===== src/rtl/irq_pkg.sv =====
// Shared types and constants for the interrupt arbiter: FSM state encoding,
// cause-code width and the default cause base.
package irq_pkg;

    typedef enum logic [1:0] {
        ST_IDLE    = 2'd0,
        ST_REQ     = 2'd1,
        ST_SERVICE = 2'd2
    } state_t;

    localparam int CAUSE_W            = 5;
    localparam int DEFAULT_CAUSE_BASE = 16;

endpackage


===== src/rtl/irq_sync.sv =====
// Per-line two-flop synchronizer plus one history flop; exposes the
// synchronized level and a single-cycle rising-edge indication.
module irq_sync (
    input  logic clk,
    input  logic reset,
    input  logic din,
    output logic level,
    output logic rise
);

    logic s1_reg;
    logic s2_reg;
    logic s3_reg;

    // s3 resets low so a line already high at reset release yields one edge
    always_ff @(posedge clk or posedge reset) begin
        if (reset) begin
            s1_reg <= 1'b0;
            s2_reg <= 1'b0;
            s3_reg <= 1'b0;
        end else begin
            s1_reg <= din;
            s2_reg <= s1_reg;
            s3_reg <= s2_reg;
        end
    end

    assign level = s2_reg;
    assign rise  = s2_reg & ~s3_reg;

endmodule


===== src/rtl/irq_arbiter.sv =====
// Fixed-priority interrupt arbiter: synchronizes external lines, keeps a
// pending vector and presents one non-nested request at a time.
module irq_arbiter
    import irq_pkg::*;
#(
    parameter int                 N_IRQ      = 8,
    parameter logic [N_IRQ-1:0]   EDGE_MASK  = '0,
    parameter int                 CAUSE_BASE = DEFAULT_CAUSE_BASE
) (
    input  logic               clk,
    input  logic               reset,
    input  logic [N_IRQ-1:0]   ext_irq,
    input  logic [N_IRQ-1:0]   irq_en,
    input  logic               mie,
    input  logic               int_ack,
    input  logic               int_done,
    output logic               int_req,
    output logic [CAUSE_W-1:0] int_cause,
    output logic [N_IRQ-1:0]   int_pending
);

    localparam int SEL_W = (N_IRQ > 1) ? $clog2(N_IRQ) : 1;

    generate
        if (N_IRQ < 1 || N_IRQ > 16 || (CAUSE_BASE + N_IRQ - 1) > 31) begin : g_bad_cfg
            $error("irq_arbiter: N_IRQ must be 1..16 and CAUSE_BASE+N_IRQ-1 must fit in 5 bits");
        end
    endgenerate

    logic [N_IRQ-1:0]   sync_level;
    logic [N_IRQ-1:0]   sync_rise;
    logic [N_IRQ-1:0]   pending_reg;
    logic [N_IRQ-1:0]   pending_next;
    logic [N_IRQ-1:0]   eligible;
    logic [SEL_W-1:0]   win_idx;
    state_t             state_reg;
    state_t             state_next;
    logic [SEL_W-1:0]   sel_reg;
    logic [SEL_W-1:0]   sel_next;
    logic               int_req_reg;
    logic               int_req_next;
    logic [CAUSE_W-1:0] int_cause_reg;
    logic [CAUSE_W-1:0] int_cause_next;
    logic               ack_take;

    assign ack_take = (state_reg == ST_REQ) && int_ack;

    // Edge lines: set beats the ack-clear of the presented line
    generate
        for (genvar gi = 0; gi < N_IRQ; gi++) begin : g_line
            irq_sync u_sync (
                .clk   (clk),
                .reset (reset),
                .din   (ext_irq[gi]),
                .level (sync_level[gi]),
                .rise  (sync_rise[gi])
            );

            assign pending_next[gi] = EDGE_MASK[gi]
                ? (sync_rise[gi] | (pending_reg[gi] & ~(ack_take && (sel_reg == SEL_W'(gi)))))
                : sync_level[gi];
        end
    endgenerate

    assign eligible = pending_reg & irq_en;

    always_comb begin
        win_idx = '0;
        for (int i = N_IRQ - 1; i >= 0; i--) begin
            if (eligible[i]) begin
                win_idx = SEL_W'(i);
            end
        end
    end

    always_comb begin
        state_next     = state_reg;
        sel_next       = sel_reg;
        int_cause_next = int_cause_reg;
        case (state_reg)
            ST_IDLE: begin
                if (mie && (eligible != '0)) begin
                    state_next     = ST_REQ;
                    sel_next       = win_idx;
                    int_cause_next = CAUSE_W'(CAUSE_BASE) + CAUSE_W'(win_idx);
                end
            end
            ST_REQ: begin
                // Ack takes precedence over a simultaneous mie withdrawal
                if (int_ack) begin
                    state_next = ST_SERVICE;
                end else if (!mie) begin
                    state_next = ST_IDLE;
                end
            end
            ST_SERVICE: begin
                if (int_done) begin
                    state_next = ST_IDLE;
                end
            end
            default: state_next = ST_IDLE;
        endcase
        int_req_next = (state_next == ST_REQ);
    end

    always_ff @(posedge clk or posedge reset) begin
        if (reset) begin
            state_reg     <= ST_IDLE;
            sel_reg       <= '0;
            int_req_reg   <= 1'b0;
            int_cause_reg <= '0;
            pending_reg   <= '0;
        end else begin
            state_reg     <= state_next;
            sel_reg       <= sel_next;
            int_req_reg   <= int_req_next;
            int_cause_reg <= int_cause_next;
            pending_reg   <= pending_next;
        end
    end

    assign int_req     = int_req_reg;
    assign int_cause   = int_cause_reg;
    assign int_pending = pending_reg;

endmodule


===== config.mk =====
export PLATFORM = sky130hd
export DESIGN_NAME = irq_arbiter
export DESIGN_NICKNAME = d
export VERILOG_FILES = /design/src/rtl/irq_pkg.sv /design/src/rtl/irq_sync.sv /design/src/rtl/irq_arbiter.sv
export SDC_FILE = /design/constraint.sdc
export NUM_CORES = 1
export LEC_CHECK = 0
export ABC_CLOCK_PERIOD_IN_PS = 1800
export BUFFER_PORTS_ARGS = -buffer_cell sky130_fd_sc_hd__buf_2
export CORE_UTILIZATION = 47
export CTS_CLUSTER_SIZE = 14
export DETAILED_ROUTE_END_ITERATION = 8
export HOLD_SLACK_MARGIN = 0.1
export PLACE_DENSITY = 0.81
export SYNTH_ARGS = -nofsm -noshare
export SYNTH_HDL_FRONTEND = slang
export SYNTH_SLANG_ARGS = --single-unit

===== constraint.sdc =====
create_clock -name clk -period 1.8 [get_ports clk]
set_input_delay 0.18 -clock clk [delete_from_list [all_inputs] [get_ports clk]]
set_output_delay 0.18 -clock clk [all_outputs]
set_load 0.03 [all_outputs]

==> impl_summary.txt, run 1 <==
----------------------------------------------------
[Outcome]
  Run status ... complete, no violations

[Final layout]
  Post-Route Utilization ... 0.689
  Fraction of layout cells with a size suffix above 1 ... 0.435
  NumNets Final ... 135
  Commonest cells after routing, fill and taps aside ... sky130_fd_sc_hd__buf_2 (33), sky130_fd_sc_hd__dfrtp_1 (31), sky130_fd_sc_hd__dlygate4sd3_1 (9), sky130_fd_sc_hd__clkbuf_4 (5)
  Most common cell after layout, fill and taps aside ... sky130_fd_sc_hd__buf_2
  Fillcell total ... 155
  Area added between synthesis and finish ... 34.6%
  Diodes inserted ... 0

[Drt]
  Routed via count divided by cell count ... 4.89
  Detailed-route wire length ... 2.02 mm
  Avg WL per Cell ... 14.3 um
  Post-route antenna net violation count ... 0
  DRC Markers ... 0
  Initial detailed-routing violation count ... 19
  Length of the first detailed-routing pass in iterations ... 4
  Number of vias in the routed layout ... 694

[Yosys]
  Post-synth net total ... 86
  Area of the mapped netlist ... 0.00103 mm^2
  Synth unique cells ... 21
  Total of flip-flops plus latches after synthesis ... 31
  Part of the Yosys area used for sequential elements ... 0.750
  Avg Synthesized Cell Area ... 15.9 um^2
  Share of synthesized registers carrying an async set or reset ... 1.00
  Synthesized netlist cell count ... 65
  EDFF count, synth ... 0
  Most common flop cell mapped by yosys ... sky130_fd_sc_hd__dfrtp_1
  Yosys Warn Count ... 0

[Pwr]
  Clock network power share ... 0.275
  Power density relative to cell area ... 1150 mW/mm^2
  Maximum ir drop on the vdd rail ... 1.04 mV
  Share of total power in sequential cells ... 0.515
  Internal ... 0.00113 W
  Switching pwr ... 0.000470 W
  Comb power frac ... 0.211
  Leakage ... 0.671 nW
  Proportion of total power due to net switching ... 0.293

[Clocking]
  Maximum buffer depth of the clock tree ... 2
  CTS tree ... built
  Post-cts sizing count ... 0
  Clock buffer count from CTS ... 5
  Clock H-tree levels ... 2
  Clock tree root driver cell ... sky130_fd_sc_hd__clkbuf_4
  Clk Latency, worst-skew pair ... 320 ps
  CTS clk-pin slew, worst paths ... 90 ps
  Sink count of the clock tree ... 31

[Global routing]
  Largest net degree at the start of global routing ... 32
  Antenna violations before repair ... 0
  Number of global-route vias before repair ... 788
  Leftover overflow at the end of global routing ... 0
  Wire length of the first global-routing pass ... 3.39 mm
  Global routing usage summed across all routing layers ... 0.205

[Die]
  Effective utilization at floorplan ... 0.512
  Floorplan Core Area ... 0.00202 mm^2
  Die W ... 48.9 um
  Overall die height ... 48.9 um
  Area of the die ... 0.00239 mm^2
  I/O pins ... 35
  Cell Rows ... 16

[Setup path]
  Number of stages on the worst setup path ... 4
  Critical path data arrival time ... 1630 ps
  Crit path capture type ... flop
  Startpoint type of the worst setup path ... flop
  Worst path slowest cell ... sky130_fd_sc_hd__dfrtp_1
  Kind of critical path ... reg -> reg
  Largest fanout of any net on the critical path ... 4
  CP cell instances ... a22oi_4 -> nand2_2 -> o21ai_4 -> mux2_4
  Count of buffer and inverter cells on the critical path ... 0
  Critical path's top delay family ... flip-flops
  Required time at the worst-slack endpoint ... 2020 ps
  Crit path largest cell delay ... 460 ps
  Worst reg2reg path depth ... 4

[STA]
  Hold violation count in the final report ... 0
  Final Skew ... 6.30 ps
  Minimum clock period after layout ... 1410 ps
  Worst hold-check slack ... 104 ps
  Period utilization ... 0.785
  Endpoints failing setup ... 0
  Max Freq ... 707 MHz
  Slew Limit Fails ... 0
  RSZ-0062 raised after global routing ... no
  Post-Route Setup TNS ... 0 ps

[Place]
  Number of port buffers ... 33
  GPL Wtd Cong ... 0.840
  Total half-perimeter wirelength after legalization and detailed placement ... 1.37 mm

[Hold path]
  Worst hold stages ... 3
  Kind of path behind the tightest hold check ... in -> reg

[Flow run]
  Max-cap viol count ... 0

----------------------------------------------------
-- cells by family after synthesis --
group / count (synthesis) / synth area share
simple gates: 12 / 0.0786
other cells: 1 / 0.00362
flops: 31 / 0.750
compound gates: 17 / 0.139
mux: 1 / 0.0145
buf+inv: 3 / 0.0145
-- layer usage --
metal  share of wire  GRT usage  vias up  wire length, um
met5               0          0        -                0
li1                -          -      324                -
met4           0.026      0.132        0               53
met3           0.063     0.0717        7              128
met2            0.57      0.384       29             1150
met1            0.34      0.182      334              694
-- power by group through the flow --
stage               registers (W)  logic (W)  clock network, W
global placement         0.000832   0.000311                 0
finish                   0.000825   0.000337          0.000440
global route             0.000835   0.000360          0.000482
detailed placement       0.000838   0.000320                 0
CTS                      0.000825   0.000337          0.000446
floorplan                0.000927   0.000121                 0
-- metrics by stage --
| stage | instance area, um^2 | cells | power, W | worst slack, ps |
|---|---|---|---|---|
| finish | 1390 | 142 | 0.00160 | 386 |
| global route | 1390 | 142 | 0.00168 | 337 |
| CTS | 1390 | 142 | 0.00161 | 399 |
| detailed placement | 1230 | 125 | 0.00116 | 410 |
| global placement | 1230 | 125 | 0.00114 | 481 |
| floorplan | 1030 | 65 | 0.00105 | 368 |
-- layout make-up --
class                           instances  area (um^2)  area share
Multi-Input combinational cell         31          244       0.175
Sequential cell                        31          776       0.557
Timing Repair Buffer                   43          263       0.189
Inverter                                2         7.51     0.00539
Clock buffer                            8         68.8      0.0494
Tap cell                               27         33.8      0.0243
-- path summary, 6_finish.rpt --
check / startpoint / endpoint / slack [ps]
max: int_pending[2] / int_cause[0] / 390
min: int_done / state_reg[1] / 100
max reg2reg: int_pending[2] / int_cause[0] / 390
min reg2reg: g_line[5].u_sync.level / int_pending[5] / 340
max in group asynchronous: reset / g_line[1].u_sync.level / 1030
min in group asynchronous: reset / int_pending[2] / 500
-- Yosys cell counts (2+ instances only) --
library cell,n,area share
sky130_fd_sc_hd__dfrtp_1,31,0.75
sky130_fd_sc_hd__a21oi_1,4,0.019
sky130_fd_sc_hd__o21ai_0,4,0.019
sky130_fd_sc_hd__nand2_1,3,0.011
sky130_fd_sc_hd__nand2b_1,3,0.018
sky130_fd_sc_hd__a22oi_2,2,0.024
sky130_fd_sc_hd__a32oi_1,2,0.017
sky130_fd_sc_hd__inv_1,2,0.0073
sky130_fd_sc_hd__nand2_2,2,0.012
-- timing repair --
| item | CTS | global route |
|---|---|---|
| endpoints found under the hold margin | 39 | 0 |
| setup buffers | 0 | 0 |
| hold buffers | 9 | 0 |
-- worst register-to-register path, delay by kind of cell (launching register included) --
kind            cells  cell delay (ps)
mux                 1              320
flops               1              460
simple gates        1              100
compound gates      2              420
Note: power is estimated with default switching activity, not from simulation.
==> run 2, diff against run 1 <==
--- a/config.mk
+++ b/config.mk
@@ -5,7 +5,7 @@
 export SDC_FILE = /design/constraint.sdc
 export NUM_CORES = 1
 export LEC_CHECK = 0
-export ABC_CLOCK_PERIOD_IN_PS = 1800
+export ABC_CLOCK_PERIOD_IN_PS = 1400
 export BUFFER_PORTS_ARGS = -buffer_cell sky130_fd_sc_hd__buf_2
 export CORE_UTILIZATION = 47
 export CTS_CLUSTER_SIZE = 14
==> constraint.sdc (replaced) <==
create_clock -name clk -period 1.4 [get_ports clk]
set_input_delay 0.14 -clock clk [delete_from_list [all_inputs] [get_ports clk]]
set_output_delay 0.14 -clock clk [all_outputs]
set_load 0.03 [all_outputs]
==> run 2 against run 1 <==
Wire length shrank 11%. Utilization grew 2.5 points. Clock-buffer cell count shrank 3. Sequential share of layout area shrank 1.6 points. Clock power grew 53%. Critical path depth is the same. Sequential cell count is the same. Non-clock buffer count grew 3. Fmax grew 4.5%. Sequential power grew 28%. Combinational power grew 34%. Power grew 37%. Critical path type unchanged. Largest cell class unchanged. Largest power group unchanged.
==> impl_summary.txt, run 2 (same netlist as run 1, synthesis figures left out) <==
----------------------------------------------------
[Flow run]
  Max-cap viol count ... 0 (unchanged)

[Setup path]
  Reg-to-reg startpoint ... int_pending[4] (was int_pending[2])
  First element of the critical path ... int_pending[4] (was int_pending[2])
  Critical path data arrival time ... 1560 ps (was 1630 ps)
  Crit path largest cell delay ... 440 ps (was 460 ps)
  Worst path slowest cell ... sky130_fd_sc_hd__dfrtp_2 (was sky130_fd_sc_hd__dfrtp_1)
  CP cell instances ... a22oi_2 -> nand2_2 -> o21ai_4 -> mux2_4 (was a22oi_4 -> nand2_2 -> o21ai_4 -> mux2_4)
  Internal reg-to-reg setup slack ... 50 ps (was 390 ps)
  Required time at the worst-slack endpoint ... 1610 ps (was 2020 ps)
  Crit path capture type ... flop (unchanged)
  Kind of critical path ... reg -> reg (unchanged)
  Startpoint type of the worst setup path ... flop (unchanged)
  Largest fanout of any net on the critical path ... 3 (was 4)
  Worst reg2reg path depth ... 4 (unchanged)

[Clocking]
  CTS clk-pin slew, worst paths ... 100 ps (was 90 ps)
  Clock tree root driver cell ... sky130_fd_sc_hd__clkbuf_4 (unchanged)
  CTS tree ... built (unchanged)
  Clock buffer count from CTS ... 5 (unchanged)
  Maximum buffer depth of the clock tree ... 2 (unchanged)
  Clk Latency, worst-skew pair ... 320 ps (about the same)
  Clock H-tree levels ... 2 (unchanged)
  Sink count of the clock tree ... 31 (unchanged)

[Final layout]
  NumNets Final ... 138 (was 135)
  Diodes inserted ... 0 (unchanged)
  Area added between synthesis and finish ... 39.4% (was 34.6%)
  Post-route standard cell area excluding fillers ... 0.00144 mm^2 (was 0.00139 mm^2)
  Fraction of layout cells with a size suffix above 1 ... 0.483 (was 0.435)
  Commonest cells after routing, fill and taps aside ... sky130_fd_sc_hd__buf_2 (33), sky130_fd_sc_hd__dfrtp_1 (27), sky130_fd_sc_hd__dlygate4sd3_1 (11), sky130_fd_sc_hd__clkbuf_4 (5) (was sky130_fd_sc_hd__buf_2 (33), sky130_fd_sc_hd__dfrtp_1 (31), sky130_fd_sc_hd__dlygate4sd3_1 (9), sky130_fd_sc_hd__clkbuf_4 (5))
  Most common cell after layout, fill and taps aside ... sky130_fd_sc_hd__buf_2 (unchanged)

[Die]
  Effective utilization at floorplan ... 0.512 (unchanged)
  Die W ... 48.9 um (unchanged)
  Overall die height ... 48.9 um (unchanged)
  Area of the die ... 0.00239 mm^2 (unchanged)
  Floorplan Core Area ... 0.00202 mm^2 (unchanged)
  I/O pins ... 35 (unchanged)
  Cell Rows ... 16 (unchanged)

[STA]
  Final Skew ... 2.72 ps (was 6.30 ps)
  Post-Route Setup TNS ... 0 ps (unchanged)
  Slew Limit Fails ... 0 (unchanged)
  Period utilization ... 0.966 (was 0.785)
  Minimum clock period after layout ... 1350 ps (was 1410 ps)
  Endpoints failing setup ... 0 (unchanged)
  Max Freq ... 739 MHz (was 707 MHz)
  RSZ-0062 raised after global routing ... no (unchanged)
  Hold violation count in the final report ... 0 (unchanged)

[Hold path]
  Kind of path behind the tightest hold check ... in -> reg (unchanged)
  Startpoint of the lowest-slack hold path ... mie (was int_done)
  Worst hold stages ... 3 (unchanged)

[Drt]
  Detailed-route wire length ... 1.80 mm (was 2.02 mm)
  Routed via count divided by cell count ... 4.92 (was 4.89)
  Number of vias in the routed layout ... 713 (was 694)
  Initial detailed-routing violation count ... 1 (was 19)
  Post-route antenna net violation count ... 0 (unchanged)
  Length of the first detailed-routing pass in iterations ... 3 (was 4)
  DRC Markers ... 0 (unchanged)
  Avg WL per Cell ... 12.4 um (was 14.3 um)

[Place]
  GPL Wtd Cong ... 0.888 (was 0.840)
  Total half-perimeter wirelength after legalization and detailed placement ... 1.25 mm (was 1.37 mm)
  Number of port buffers ... 33 (unchanged)
  Instance area after placement ... 0.00125 mm^2 (was 0.00123 mm^2)

[Pwr]
  Clock network power share ... 0.308 (was 0.275)
  Internal ... 0.00156 W (was 0.00113 W)
  Comb power frac ... 0.206 (was 0.211)
  Proportion of total power due to net switching ... 0.289 (was 0.293)
  Switching pwr ... 0.000631 W (was 0.000470 W)
  Maximum ir drop on the vdd rail ... 1.03 mV (was 1.04 mV)
  Power density relative to cell area ... 1520 mW/mm^2 (was 1150 mW/mm^2)
  Leakage ... 0.688 nW (was 0.671 nW)
  Share of total power in sequential cells ... 0.486 (was 0.515)

[Outcome]
  Run status ... complete, no violations (unchanged)

[Global routing]
  Largest net degree at the start of global routing ... 32 (unchanged)
  Number of global-route vias before repair ... 746 (was 788)
  Antenna violations before repair ... 0 (unchanged)
  Wire length of the first global-routing pass ... 3.13 mm (was 3.39 mm)
  Leftover overflow at the end of global routing ... 0 (unchanged)
  Global routing usage summed across all routing layers ... 0.184 (was 0.205)

----------------------------------------------------
run 2: cell count changes in the layout (fill, tap and decap cells not counted), sizes merged:
cell,previous run,this run
dlygate4sd3,9,11
clkinv,0,2
buf,34,35
clkbuf,8,5
bufinv,0,1
run 2: routing by layer:
layer,share of wire,vias up,GRT usage
met4,0.011,0,0.0637
met2,0.57,32,0.340
met3,0.068,4,0.0717
li1,-,330,-
met1,0.35,347,0.185
met5,0,-,0
run 2: area by class of cell:
class / instances / area [um^2]
repair buffers: 46 / 290
fillers: 159 / 579
inverters: 2 / 7.51
clock buffers: 5 / 37.5
flip-flops and latches: 31 / 781
well taps: 27 / 33.8
multi-input cells: 31 / 249
clock inverters: 3 / 43.8
run 2: worst paths after layout:
| check | end |
|---|---|
| max reg2reg | int_cause[0] |
| min in group asynchronous | g_line[0].u_sync.s1_reg |
| min | int_req |
| min reg2reg | g_line[0].u_sync.level |
| max | int_cause[0] |
| max in group asynchronous | int_pending[6] |
run 2: critical path, delay by kind of cell, from the launching register on:
kind / cells / cell delay (ps)
flops: 1 / 440
compound gates: 2 / 390
mux: 1 / 310
simple gates: 1 / 100
run 2: through the flow:
step / utilization / instances / total power, W / hold slack, ps / setup WS (ps)
finish: 0.713 / 145 / 0.00219 / 144 / 47.1
global route: 0.713 / 145 / 0.00230 / 136 / 7.48
CTS: 0.711 / 145 / 0.00222 / 133 / 50.5
detailed placement: 0.616 / 126 / 0.00150 / 229 / 63.0
global placement: 0.616 / 126 / 0.00148 / 217 / 89.5
floorplan: - / 65 / 0.00135 / 171 / 0.950
run 2: power groups by stage:
stage                     registers (W)  clock network, W  logic, W
after CTS                       0.00106          0.000703  0.000450
after global placement          0.00107                 0  0.000408
after detailed placement        0.00108                 0  0.000418
after floorplan                 0.00119                 0  0.000156
final                           0.00106          0.000674  0.000451
after global routing            0.00108          0.000742  0.000482
run 2: timing repair:
action	4_1_cts	5_1_grt
buffers inserted	0	0
gates resized for setup	0	1
hold buffers	11	0
endpoints found under the hold margin	42	0
endpoints found under the setup margin	0	1
